`src/rtl/pipe_pkg.sv`:
```
// rtl/pipe_pkg.sv - shared pipeline constants: icodes, stat codes, payload layout, bubble payload
package pipe_pkg;

  // Instruction codes
  localparam logic [3:0] IHALT = 4'h0;
  localparam logic [3:0] INOP  = 4'h1;

  // Status codes
  localparam logic [2:0] SAOK  = 3'h1;

  // Register id meaning "no register"
  localparam logic [3:0] RNONE = 4'hF;

  // Payload layout {cnd, valE, valA, dstE, dstM}, MSB to LSB
  localparam int DSTM_OFF = 0;
  localparam int DSTM_W   = 4;
  localparam int DSTE_OFF = 4;
  localparam int DSTE_W   = 4;
  localparam int VALA_OFF = 8;
  localparam int VALA_W   = 64;
  localparam int VALE_OFF = 72;
  localparam int VALE_W   = 64;
  localparam int CND_OFF  = 136;
  localparam int CND_W    = 1;
  localparam int PAYLOAD_W_DEFAULT = CND_OFF + CND_W;

  // A nop carries no destinations; every other field is zero
  localparam logic [PAYLOAD_W_DEFAULT-1:0] BUBBLE_PAYLOAD_DEFAULT =
    {{(PAYLOAD_W_DEFAULT - 8){1'b0}}, RNONE, RNONE};

endpackage

```
`src/rtl/pipe_sat_counter.sv`:
```
// rtl/pipe_sat_counter.sv - saturating event counter with synchronous clear
module pipe_sat_counter #(
  parameter int CNT_W = 32
) (
  input  logic             clk,
  input  logic             clr,
  input  logic             inc,
  output logic [CNT_W-1:0] count
);

  // Clear wins over increment; once at all-ones the count sticks there
  always_ff @(posedge clk) begin
    if (clr) begin
      count <= '0;
    end else if (inc && (count != {CNT_W{1'b1}})) begin
      count <= count + CNT_W'(1);
    end
  end

endmodule

```
`src/rtl/pipe_stage_reg.sv`:
```
// rtl/pipe_stage_reg.sv - pipeline boundary register with stall/bubble control; PIPE_STAGE_PERF_EN adds counters
module pipe_stage_reg
  import pipe_pkg::*;
#(
  parameter int                   PAYLOAD_W      = PAYLOAD_W_DEFAULT,
  parameter logic [3:0]           BUBBLE_ICODE   = INOP,
  parameter logic [2:0]           BUBBLE_STAT    = SAOK,
  parameter logic [PAYLOAD_W-1:0] BUBBLE_PAYLOAD = PAYLOAD_W'(BUBBLE_PAYLOAD_DEFAULT),
  parameter int                   CNT_W          = 32
) (
  input  logic                 clk,
  input  logic                 rst,
  input  logic                 stall,
  input  logic                 bubble,
  input  logic [2:0]           in_stat,
  input  logic [3:0]           in_icode,
  input  logic [PAYLOAD_W-1:0] in_payload,
  output logic [2:0]           out_stat,
  output logic [3:0]           out_icode,
  output logic [PAYLOAD_W-1:0] out_payload,
  output logic                 out_valid,
  output logic                 ctl_conflict
`ifdef PIPE_STAGE_PERF_EN
  ,
  output logic [CNT_W-1:0]     cnt_bubble,
  output logic [CNT_W-1:0]     cnt_stall
`endif
);

  // The payload must at least hold dstE/dstM and counters need a bit
  if ((CNT_W < 1) || (PAYLOAD_W < 8)) begin : g_param_check
    $error("pipe_stage_reg: CNT_W must be >= 1 and PAYLOAD_W >= 8");
  end

  // Stage contents: reset, then bubble, then stall (hold), then load
  always_ff @(posedge clk) begin
    if (rst) begin
      out_icode   <= BUBBLE_ICODE;
      out_stat    <= BUBBLE_STAT;
      out_payload <= BUBBLE_PAYLOAD;
      out_valid   <= 1'b0;
    end else if (bubble) begin
      out_icode   <= BUBBLE_ICODE;
      out_stat    <= BUBBLE_STAT;
      out_payload <= BUBBLE_PAYLOAD;
      out_valid   <= 1'b0;
    end else if (!stall) begin
      out_icode   <= in_icode;
      out_stat    <= in_stat;
      out_payload <= in_payload;
      out_valid   <= 1'b1;
    end
  end

  // Sticky flag: control asked for stall and bubble together at least once
  always_ff @(posedge clk) begin
    if (rst) begin
      ctl_conflict <= 1'b0;
    end else if (bubble && stall) begin
      ctl_conflict <= 1'b1;
    end
  end

`ifdef PIPE_STAGE_PERF_EN
  logic bubble_applied;
  logic stall_applied;

  assign bubble_applied = !rst && bubble;
  assign stall_applied  = !rst && !bubble && stall;

  pipe_sat_counter #(.CNT_W(CNT_W)) u_cnt_bubble (
    .clk   (clk),
    .clr   (rst),
    .inc   (bubble_applied),
    .count (cnt_bubble)
  );

  pipe_sat_counter #(.CNT_W(CNT_W)) u_cnt_stall (
    .clk   (clk),
    .clr   (rst),
    .inc   (stall_applied),
    .count (cnt_stall)
  );
`endif

endmodule

```
`config.mk`:
```
export PLATFORM = sky130hd
export DESIGN_NAME = pipe_stage_reg
export DESIGN_NICKNAME = d
export VERILOG_FILES = /design/src/rtl/pipe_pkg.sv /design/src/rtl/pipe_sat_counter.sv /design/src/rtl/pipe_stage_reg.sv
export SDC_FILE = /design/constraint.sdc
export NUM_CORES = 1
export LEC_CHECK = 0
export CORE_MARGIN = 2
export CORE_UTILIZATION = 41
export CTS_CLUSTER_DIAMETER = 50
export DETAILED_ROUTE_END_ITERATION = 10
export GPL_ROUTABILITY_DRIVEN = 0
export PLACE_DENSITY = 0.85
export SLEW_MARGIN = 0
export SYNTH_ARGS = -nofsm -noshare
export SYNTH_HDL_FRONTEND = slang
export SYNTH_SLANG_ARGS = --single-unit
```
`constraint.sdc`:
```
create_clock -name clk -period 1.58 [get_ports clk]
set_input_delay 0.316 -clock clk [delete_from_list [all_inputs] [get_ports clk]]
set_output_delay 0.316 -clock clk [all_outputs]
set_load 0.02 [all_outputs]
```
-- After elaboration in Yosys (flattened, before gate mapping)
Index checks and enable logic that the tools add are counted.
- flip-flop bits (word level): 146
- bits of input ports: 148
- output and inout port bits: 146
- logic and storage cells: 7
- reduce and logical (&&, ||, !) cells: 2
- operators with widths (operator ; count):
    $reduce_or 2->1 ; 1
    $logic_and 1x1->1 ; 1

-- Depth between registers and ports, before layout
Gate-level depths: netlist of run 1.
- depth in word-level cells: 1
- mapped depth: 5
- mapped depth without buffers: 2

-- Worst setup path after synthesis of run 1
No wires, ideal clock.
- kind: input -> register
- start point: in stall
- end point: reg out_payload[110]
- library setup time: 0.115 ns
- arrival time: 1.008 ns
- data required time: 1.465 ns
- setup slack: 0.457 ns
- stages: 4
- path buffers: 2
- cell sequence: buf_4 buf_2 mux2i_1 nor2_2
- RTL lines (element ; line ; text):
    from (decl) ; pipe_stage_reg.sv:13 ; input logic stall,
    to (signal assigned) ; pipe_stage_reg.sv:50 ; out_payload <= in_payload;
    to (decl) ; pipe_stage_reg.sv:20 ; output logic [PAYLOAD_W-1:0] out_payload,

-- Worst setup path in the final report of run 1
- start point: reg out_payload[34]
- end point: out out_payload[34]
No word-level cell between the ends.

==> results of run 1 <==
## area by class of cell
class                      instances  share of cell area [%]
clock buffer                      24                    5.54
clock inverter                     6                   0.374
inverter                           1                  0.0432
multi-input combinational        293                    24.5
sequential                       146                    33.6
tap                              172                    2.47
timing repair buffer             304                    33.4
## placed cells by master, fill, tap and decap left out, drive strengths merged
cell type	count
a21oi	2
buf	12
clkbuf	24
clkdlybuf4s50	146
clkinv	5
clkinvlp	1
dfxtp	146
dlygate4sd2	146
inv	1
mux2i	144
nand2	10
nor2	136
or2	1
## state kept, by name (all words and copies together) (netlist names)
signal and count:
out_payload 137, out_icode 4, out_valid 1, ctl_conflict 1
out_stat 3
## Yosys cell counts, drive strengths merged
cell type  count
nand2         10
nor2         136
or2            1
a21oi          2
dfxtp        146
clkbuf         8
buf           23
mux2i        144
inv            1
## report_power, final
| group | leakage, nW | internal (mW) | switching (mW) |
|---|---|---|---|
| registers | 1.19 | 3.81 | 0.0616 |
| clock network | 0.255 | 2.10 | 1.40 |
| logic | 2.78 | 0.655 | 0.544 |
| total | 4.23 | 6.56 | 2.00 |
## metrics by stage
step,std cells,worst slack [ps],util (%),hold slack (ps)
floorplan,471,457,-,388
global placement,916,88.5,66.6,439
detailed placement,916,41.5,66.6,448
CTS,946,108,69.2,286
global route,946,71.9,69.2,303
finish,946,136,69.2,299
## routing by layer
layer	global-route usage (%)	part of all wire, %	wire length (um)	vias up
li1	-	-	-	2138
met1	21.5	36	5480	2043
met2	40.2	53	8010	180
met3	7.52	7.5	1140	39
met4	12.0	3.7	570	0
met5	0	0	0	-
## worst max-delay path by stage
stage | depth (start not counted) | slack [ps] | to | start
after CTS | 1 | 110 | out_payload[34] | out_payload[34]$_SDFFE_PP0N_
after global routing | 1 | 70 | out_payload[34] | out_payload[34]$_SDFFE_PP0N_
after floorplan | 4 | 460 | out_payload[110]$_SDFFE_PP0N_ | stall
final | 1 | 140 | out_payload[34] | out_payload[34]$_SDFFE_PP0N_
after detailed placement | 4 | 40 | out_payload[37]$_SDFFE_PP0N_ | bubble
after global placement | 4 | 90 | out_payload[60]$_SDFFE_PP0N_ | bubble
## kinds of logic after synthesis
kind of cell | share of synthesized area [%]
compound gates | 0.191
buf+inv | 3.81
flops | 55.6
mux | 27.4
simple gates | 12.9
## what timing repair did
item,CTS,global route
setup endpoints to repair,146,0
endpoints found under the hold margin,0,0
resized for setup,146,0
==> metrics.md, run 1 <==
| Metric | Value |
|---|---|
| Clock tree sinks | `146` |
| Initial Util | `41.8%` |
| Critical Path AT | `1130 ps` |
| Hold path depth | `3` |
| Max Fclk | `693 MHz` |
| Pre-antenna DRT Iters | `4` |
| Status | `finished, final reports clean` |
| Clock tree root buffer cell | `clkbuf_16` |
| First-pass GRT wire length | `22.6 mm` |
| Vias | `4400` |
| DRC viols | `0` |
| Register bit total from synthesis | `146` |
| Max Cap Viol | `0` |
| Worst-skew pair later-pin latency | `410 ps` |
| Static leakage | `4.23 nW` |
| Antenna Nets Post-Route | `0` |
| Ys Warns | `0` |
| RSZ-0062 raised after global routing | `no` |
| DP Area | `8370 sq um` |
| Worst Setup End Kind | `output pin` |
| Syn Nets | `619` |
| Die Width | `117 um` |
| Reg2reg start | `out_payload[37]$_SDFFE_PP0N_` |
| Initial antenna violation count | `0` |
| Die Y | `117 um` |
| Cell family with most CP delay | `buffers and inverters` |
| Largest cells by area after synthesis | `dfxtp_1 (56%), mux2i_1 (27%), nor2_1 (6.1%), nor2_2 (6.0%), buf_6 (1.5%)` |
| Hold_buf cts | `0` |
| Post-synthesis cell count | `471` |
| TritonCTS clock tree | `done` |
| Fin Clk Skew | `0 ps` |
| Setup TNS | `0 ps` |
| CP Cell Sequence | `dlygate4sd2_1` |
| Crit path max fanout | `2` |
| Number of global-route vias before repair | `4554` |
| # Post-CTS Setup Buffers | `0` |
| Final Hold Fails | `0` |
| RR Endpoint | `out_payload[37]$_SDFFE_PP0N_` |
| Maximum vdd drop | `0.756 mV` |
| Hold EP | `out_payload[12]$_SDFFE_PP0N_` |
| Crit path time final | `1440 ps` |
| Hold Crit Class | `in2reg` |
| Fillers | `1041` |
| CP Class | `reg2out` |
| Slowest stage cell, crit path | `dlygate4sd2_1` |
| Slew Limit Headroom | `80.9%` |
| Area grow syn2layout | `65.6%` |
| Register area share after synthesis | `55.6%` |
| Layout net count | `911` |
| Slew @ Worst Pin | `286 ps` |
| Cell variety after synth | `12` |
| Final setup vio count | `0` |
| WP buf/inv | `1` |
| Iter 0 DRT Violations | `144` |
| Type of origin of the critical path | `flip-flop` |
| Io pins | `294` |
| Hpwl dp | `11.7 mm` |
| Cell Area, Synth | `5250 sq um` |
| GR Overflow Total | `0` |
| H-tree depth | `4` |
| Syn avg cell area | `11.2 sq um` |
| Final slew viol count | `0` |
| Drt wl/cell | `16.1 um` |
| Row count | `41` |
| Multi-input gate area | `2130 sq um` |
| Pwr dens | `985 nW/um^2` |
| Reg area | `2920 sq um` |
| R2R depth | `2` |
| WL final | `15.2 mm` |
| Antenna Cells | `0` |
| Worst path required time | `1260 ps` |
| CTS Buf Count | `17` |
| Largest stage delay, worst path | `360 ps` |
| Die area | `13700 sq um` |
| Reg clk slew, reported paths | `60 ps` |
| Top cell type's share of synthesized area | `55.6%` |
| Final Cell Area | `8700 sq um` |
| HP Start | `stall` |
| Final period utilization | `91.4%` |
| Via-per-instance ratio | `4.65` |
| Share of cells above drive strength 1 | `11.5%` |
| Design Power | `8.56 mW` |
| Max Root-Sink Buffers | `2` |
| Core region area | `12600 sq um` |
| Yosys top cell by area | `dfxtp_1` |
| Pin count of the biggest net entering global routing | `59` |
| R2R setup slack | `900 ps` |
| PortBufs | `293` |
| Gr usage total | `21.9%` |
Power figures use the tool's default switching activity.
==> run 2: changes to the inputs <==
CORE_MARGIN = unset   (was 2)
SYNTH_HIERARCHICAL = 1   (was unset)
==> metrics.md, run 2 <==
| Metric | Value |
|---|---|
| WL final | `14.7 mm` |
| TritonCTS clock tree | `done` |
| First-pass GRT wire length | `22.1 mm` |
| Largest cells by area after synthesis | `dfxtp_1 (56%), mux2i_1 (27%), nor2_1 (6.1%), nor2_2 (6.0%), buf_6 (1.5%)` |
| Max Root-Sink Buffers | `2` |
| Setup TNS | `0 ps` |
| Cell variety after synth | `12` |
| Hold_ws | `313 ps` |
| Cell family with most CP delay | `buffers and inverters` |
| Net Sw Frac | `22.6%` |
| Slew Limit Headroom | `81.4%` |
| Pre-CTS WS | `32.1 ps` |
| Final Hold Fails | `0` |
| DRT met1 WL | `5.17 mm` |
| Hold path depth | `3` |
| H-tree depth | `4` |
| PostCTS Resize Cnt | `146` |
| Hold EP | `out_payload[122]$_SDFFE_PP0N_` |
| Internal Power | `6.93 mW` |
| Crit path time final | `1460 ps` |
| Most frequent cell after synthesis | `dfxtp_1` |
| Clock power frac | `43.4%` |
| Pin count of the biggest net entering global routing | `47` |
| Iter 0 DRT Violations | `204` |
| Cell Area, Synth | `5250 sq um` |
| Reg2reg start | `out_payload[51]$_SDFFE_PP0N_` |
| Gr usage total | `22.0%` |
| Critical Path AT | `1150 ps` |
| Max Fclk | `684 MHz` |
| DR top layer | `met4` |
| Post-synthesis cell count | `471` |
| Via-per-instance ratio | `4.69` |
| EDFF count, synth | `0` |
| Synth top cells by count | `dfxtp_1 (146), mux2i_1 (144), nor2_1 (86)` |
| Largest stage delay, worst path | `380 ps` |
| Top cell type's share of synthesized area | `55.6%` |
| Initial antenna violation count | `0` |
| R2R setup slack | `890 ps` |
| Number of flip-flops in the largest register | `137` |
| Register area share after synthesis | `55.6%` |
| Max Cap Viol | `0` |
| R2R depth | `2` |
| Layout net count | `914` |
| Slew @ Worst Pin | `281 ps` |
| Number of global-route vias before repair | `4584` |
| DRC viols | `0` |
| CP Class | `reg2out` |
| Metal2 WL | `7.63 mm` |
| Final period utilization | `92.5%` |
| Pwr dens | `1020 nW/um^2` |
| Worst Setup End Kind | `output pin` |
| Row count | `40` |
| RR Endpoint | `out_payload[51]$_SDFFE_PP0N_` |
| Most frequent cells in the layout | `dfxtp_1 (146), clkdlybuf4s50_1 (146), dlygate4sd2_1 (146)` |
| Syn Nets | `619` |
| Fin cells | `944` |
| # Post-CTS Setup Buffers | `0` |
| Ys Warns | `6` |
| CTS Buf Count | `17` |
| Antenna Cells | `0` |
| Worst setup margin | `119 ps` |
| Crit path max fanout | `2` |
| Register bit total from synthesis | `146` |
| Core Util, Final | `71.7%` |
| Top flop regs | `out_payload (137), out_icode (4), out_stat (3)` |
| CP Cell Sequence | `dlygate4sd2_1` |
| Worst-skew pair later-pin latency | `410 ps` |
| Core region area | `12300 sq um` |
| PortBufs | `293` |
| Yosys top cell by area | `dfxtp_1` |
| Clock tree root buffer cell | `clkbuf_16` |
| Met3 Routed Length | `1.37 mm` |
| Ys async rst share | `0%` |
| Static leakage | `4.28 nW` |
| Logic pwr share | `13.5%` |
| Share of power burned in registers | `43.1%` |
| Type of origin of the critical path | `flip-flop` |
| Area grow syn2layout | `67.4%` |
| Status | `finished, final reports clean` |
| Clock tree sinks | `146` |
| Final setup vio count | `0` |
| Hold Crit Class | `in2reg` |
| Antenna Nets Post-Route | `0` |
| Slowest stage cell, crit path | `dlygate4sd2_1` |
| Io pins | `294` |
| Worst path required time | `1260 ps` |
| Vias | `4432` |
| Maximum vdd drop | `0.625 mV` |
| Placed cell count | `915` |
| GR Overflow Total | `0` |
| Syn avg cell area | `11.2 sq um` |
| Hold_buf cts | `0` |
| Die area | `13300 sq um` |
| Share of cells above drive strength 1 | `11.9%` |
| Switching power | `2.03 mW` |
| HP Start | `stall` |
| Drt wl/cell | `15.5 um` |
| Final slew viol count | `0` |
| Pre-antenna DRT Iters | `4` |
| RSZ-0062 raised after global routing | `no` |
| Fin Clk Skew | `0 ps` |
| Main synth FF type | `dfxtp_1` |
| WP buf/inv | `1` |
| Largest reg by FF count | `out_payload` |
| Initial Util | `42.8%` |
| Die Width | `115 um` |
| Die Y | `115 um` |
| Reg clk slew, reported paths | `60 ps` |
| Hpwl dp | `11.0 mm` |
==> run 2: final cells by class <==
class | instances | area, sq um
inverter | 1 | 3.75
sequential | 146 | 2920
tap | 168 | 210
fill | 918 | 3470
clock inverter | 5 | 77.6
clock buffer | 24 | 492
multi-input combinational | 293 | 2130
timing repair buffer | 307 | 2960
==> run 2: stage by stage <==
step	power, mW	instance area, sq um
floorplan	4.53	5250
finish	8.96	8800
global placement	5.21	8410
detailed placement	5.25	8410
CTS	9.04	8800
global route	9.28	8800
==> run 2: layer usage <==
layer / vias up / global-route usage, %
met2: 189 / 40.5
met4: 0 / 13.1
met5: - / 0
met3: 34 / 9.12
met1: 2061 / 20.3
li1: 2148 / -
==> run 2: logic make-up after synthesis <==
logic type	count (synthesis)	share of synthesized area [%]
and+or+nand+nor	147	12.9
DFF	146	55.6
muxes	144	27.4
buffers and inverters	32	3.81
AOI/OAI and AO/OA	2	0.191
==> run 2: power groups by stage <==
stage	logic (mW)	registers [mW]	clock network [mW]
after floorplan	0.436	4.10	0
after global placement	1.27	3.94	0
after detailed placement	1.30	3.95	0
after CTS	1.22	3.87	3.96
after global routing	1.29	3.88	4.11
final	1.21	3.87	3.89
==> run 2: how the worst max path moves through the flow <==
stage | cells past startpoint | slack, ps | from | end
3_3_place_gp | 4 | 60 | bubble | out_payload[32]$_SDFFE_PP0N_
6_report | 1 | 120 | out_payload[37]$_SDFFE_PP0N_ | out_payload[37]
4_1_cts | 1 | 100 | out_payload[37]$_SDFFE_PP0N_ | out_payload[37]
5_1_grt | 1 | 70 | out_payload[37]$_SDFFE_PP0N_ | out_payload[37]
3_5_place_dp | 4 | 30 | bubble | out_payload[49]$_SDFFE_PP0N_
2_1_floorplan | 4 | 460 | stall | out_payload[110]$_SDFFE_PP0N_
==> run 3: changes to the inputs <==
ABC_CLOCK_PERIOD_IN_PS = 1580   (was unset)
CORE_MARGIN = 4   (was unset)
==> metrics.md, run 3 (synthesized netlist as in run 2, its figures left out) <==
| Metric | Value |
|---|---|
| Share of cells above drive strength 1 | `11.0%` |
| Largest reg by FF count | `out_payload` |
| WP buf/inv | `1` |
| Io pins | `294` |
| Most frequent cells in the layout | `dfxtp_1 (146), clkdlybuf4s50_1 (146), dlygate4sd2_1 (146)` |
| Final period utilization | `91.5%` |
| Clock tree root buffer cell | `clkbuf_16` |
| Number of flip-flops in the largest register | `137` |
| Fin Clk Skew | `0 ps` |
| Worst Setup End Kind | `output pin` |
| Worst-skew pair later-pin latency | `410 ps` |
| PortBufs | `293` |
| Type of origin of the critical path | `flip-flop` |
| Static leakage | `4.23 nW` |
| RSZ-0062 raised after global routing | `no` |
| TritonCTS clock tree | `done` |
| Antenna Cells | `0` |
| Max Fclk | `692 MHz` |
| Cell family with most CP delay | `buffers and inverters` |
| H-tree depth | `4` |
| CP Class | `reg2out` |
| Max Cap Viol | `0` |
| Antenna Nets Post-Route | `0` |
| PostCTS Resize Cnt | `146` |
| Pin count of the biggest net entering global routing | `61` |
| Fillers | `1017` |
| Number of global-route vias before repair | `4646` |
| CP Cell Sequence | `dlygate4sd2_1` |
| Final slew viol count | `0` |
| Status | `finished, final reports clean` |
| CTS Buf Count | `17` |
| Hold path depth | `2` |
| Design Power | `8.70 mW` |
| Final setup vio count | `0` |
| Layout net count | `908` |
| R2R depth | `2` |
| DRC viols | `0` |
| Core region area | `12600 sq um` |
| Hold EP | `out_valid$_SDFFE_PP0N_` |
| Die area | `14700 sq um` |
| Gr usage total | `21.0%` |
| WL final | `15.4 mm` |
| First-pass GRT wire length | `24.0 mm` |
| Setup TNS | `0 ps` |
| Worst path required time | `1260 ps` |
| Slowest stage cell, crit path | `dlygate4sd2_1` |
| Via-per-instance ratio | `4.59` |
| Clock tree sinks | `146` |
| Crit path time final | `1450 ps` |
| HP Start | `stall` |
| Die Y | `121 um` |
| Reg clk slew, reported paths | `60 ps` |
| Max Root-Sink Buffers | `2` |
| Critical Path AT | `1130 ps` |
| Iter 0 DRT Violations | `166` |
| Hpwl dp | `11.9 mm` |
| # Post-CTS Setup Buffers | `0` |
| Initial antenna violation count | `0` |
| Crit path max fanout | `2` |
| Hold_buf cts | `0` |
| Top flop regs | `out_payload (137), out_icode (4), out_stat (3)` |
| Hold Crit Class | `in2reg` |
| Drt wl/cell | `16.3 um` |
| GR Overflow Total | `0` |
| Pwr dens | `1000 nW/um^2` |
| Reg2reg start | `out_payload[89]$_SDFFE_PP0N_` |
| Slew @ Worst Pin | `401 ps` |
| RR Endpoint | `out_payload[89]$_SDFFE_PP0N_` |
| Final Hold Fails | `0` |
| Initial Util | `41.8%` |
| Die Width | `121 um` |
| Area grow syn2layout | `65.5%` |
| Slew Limit Headroom | `73.3%` |
| Row count | `41` |
| Vias | `4337` |
| Pre-antenna DRT Iters | `4` |
| Maximum vdd drop | `0.605 mV` |
| R2R setup slack | `910 ps` |
| Largest stage delay, worst path | `370 ps` |
## run 3: changes by cell type in the layout (fill, tap and decap cells not counted)
cell,change
buf_4,-4
clkbuf_1,+4
clkinv_2,+3
buf_12,-2
clkbuf_8,-2
bufinv_16,-1
clkinvlp_4,-1
## run 3: how the worst max path moves through the flow
stage	from	to	slack, ps	depth (start not counted)
floorplan	stall	out_payload[110]$_SDFFE_PP0N_	460	4
global placement	bubble	out_payload[70]$_SDFFE_PP0N_	60	4
detailed placement	rst	out_payload[30]$_SDFFE_PP0N_	20	4
CTS	out_payload[31]$_SDFFE_PP0N_	out_payload[31]	110	1
global route	out_payload[31]$_SDFFE_PP0N_	out_payload[31]	70	1
finish	out_payload[34]$_SDFFE_PP0N_	out_payload[34]	130	1
## run 3: stage by stage
stage | area (sq um) | hold WS (ps) | cells | utilization, % | worst slack, ps
after floorplan | 5250 | 388 | 471 | - | 457
after global placement | 8340 | 439 | 913 | 66.4 | 59.2
after detailed placement | 8340 | 452 | 913 | 66.4 | 24.5
after CTS | 8700 | 162 | 945 | 69.2 | 107
after global routing | 8700 | 174 | 945 | 69.2 | 72.7
final | 8700 | 178 | 945 | 69.2 | 135
## run 3: layer usage
metal / track usage [%] / wire length, um / part of all wire, % / vias to the layer above
met5: 0 / 0 / 0 / -
met4: 11.1 / 583 / 3.8 / 0
met3: 8.90 / 1410 / 9.2 / 43
met2: 36.1 / 7910 / 51 / 179
met1: 21.7 / 5530 / 36 / 1980
li1: - / - / - / 2135
## run 3: worst reg2reg max path, delay by kind of cell, from the launching register on
family	cells	cell delay [ps]
multiplexers	1	210
flip-flops	1	320
AND/OR/NAND/NOR	1	40
## run 3: layout make-up
cell class	instances	area, sq um	share of cell area [%]
well taps	172	215	2.47
clock inverters	6	55.1	0.633
clock buffers	26	479	5.51
multi-input cells	293	2130	24.5
inverters	1	3.75	0.0432
repair buffers	301	2890	33.2
flip-flops and latches	146	2920	33.6
## run 3: report_power, final
| part | internal (mW) | switching, mW | leakage (nW) |
|---|---|---|---|
| combinational | 0.651 | 0.542 | 2.77 |
| clock | 2.23 | 1.41 | 0.266 |
| sequential | 3.81 | 0.0591 | 1.19 |
| total | 6.69 | 2.01 | 4.23 |
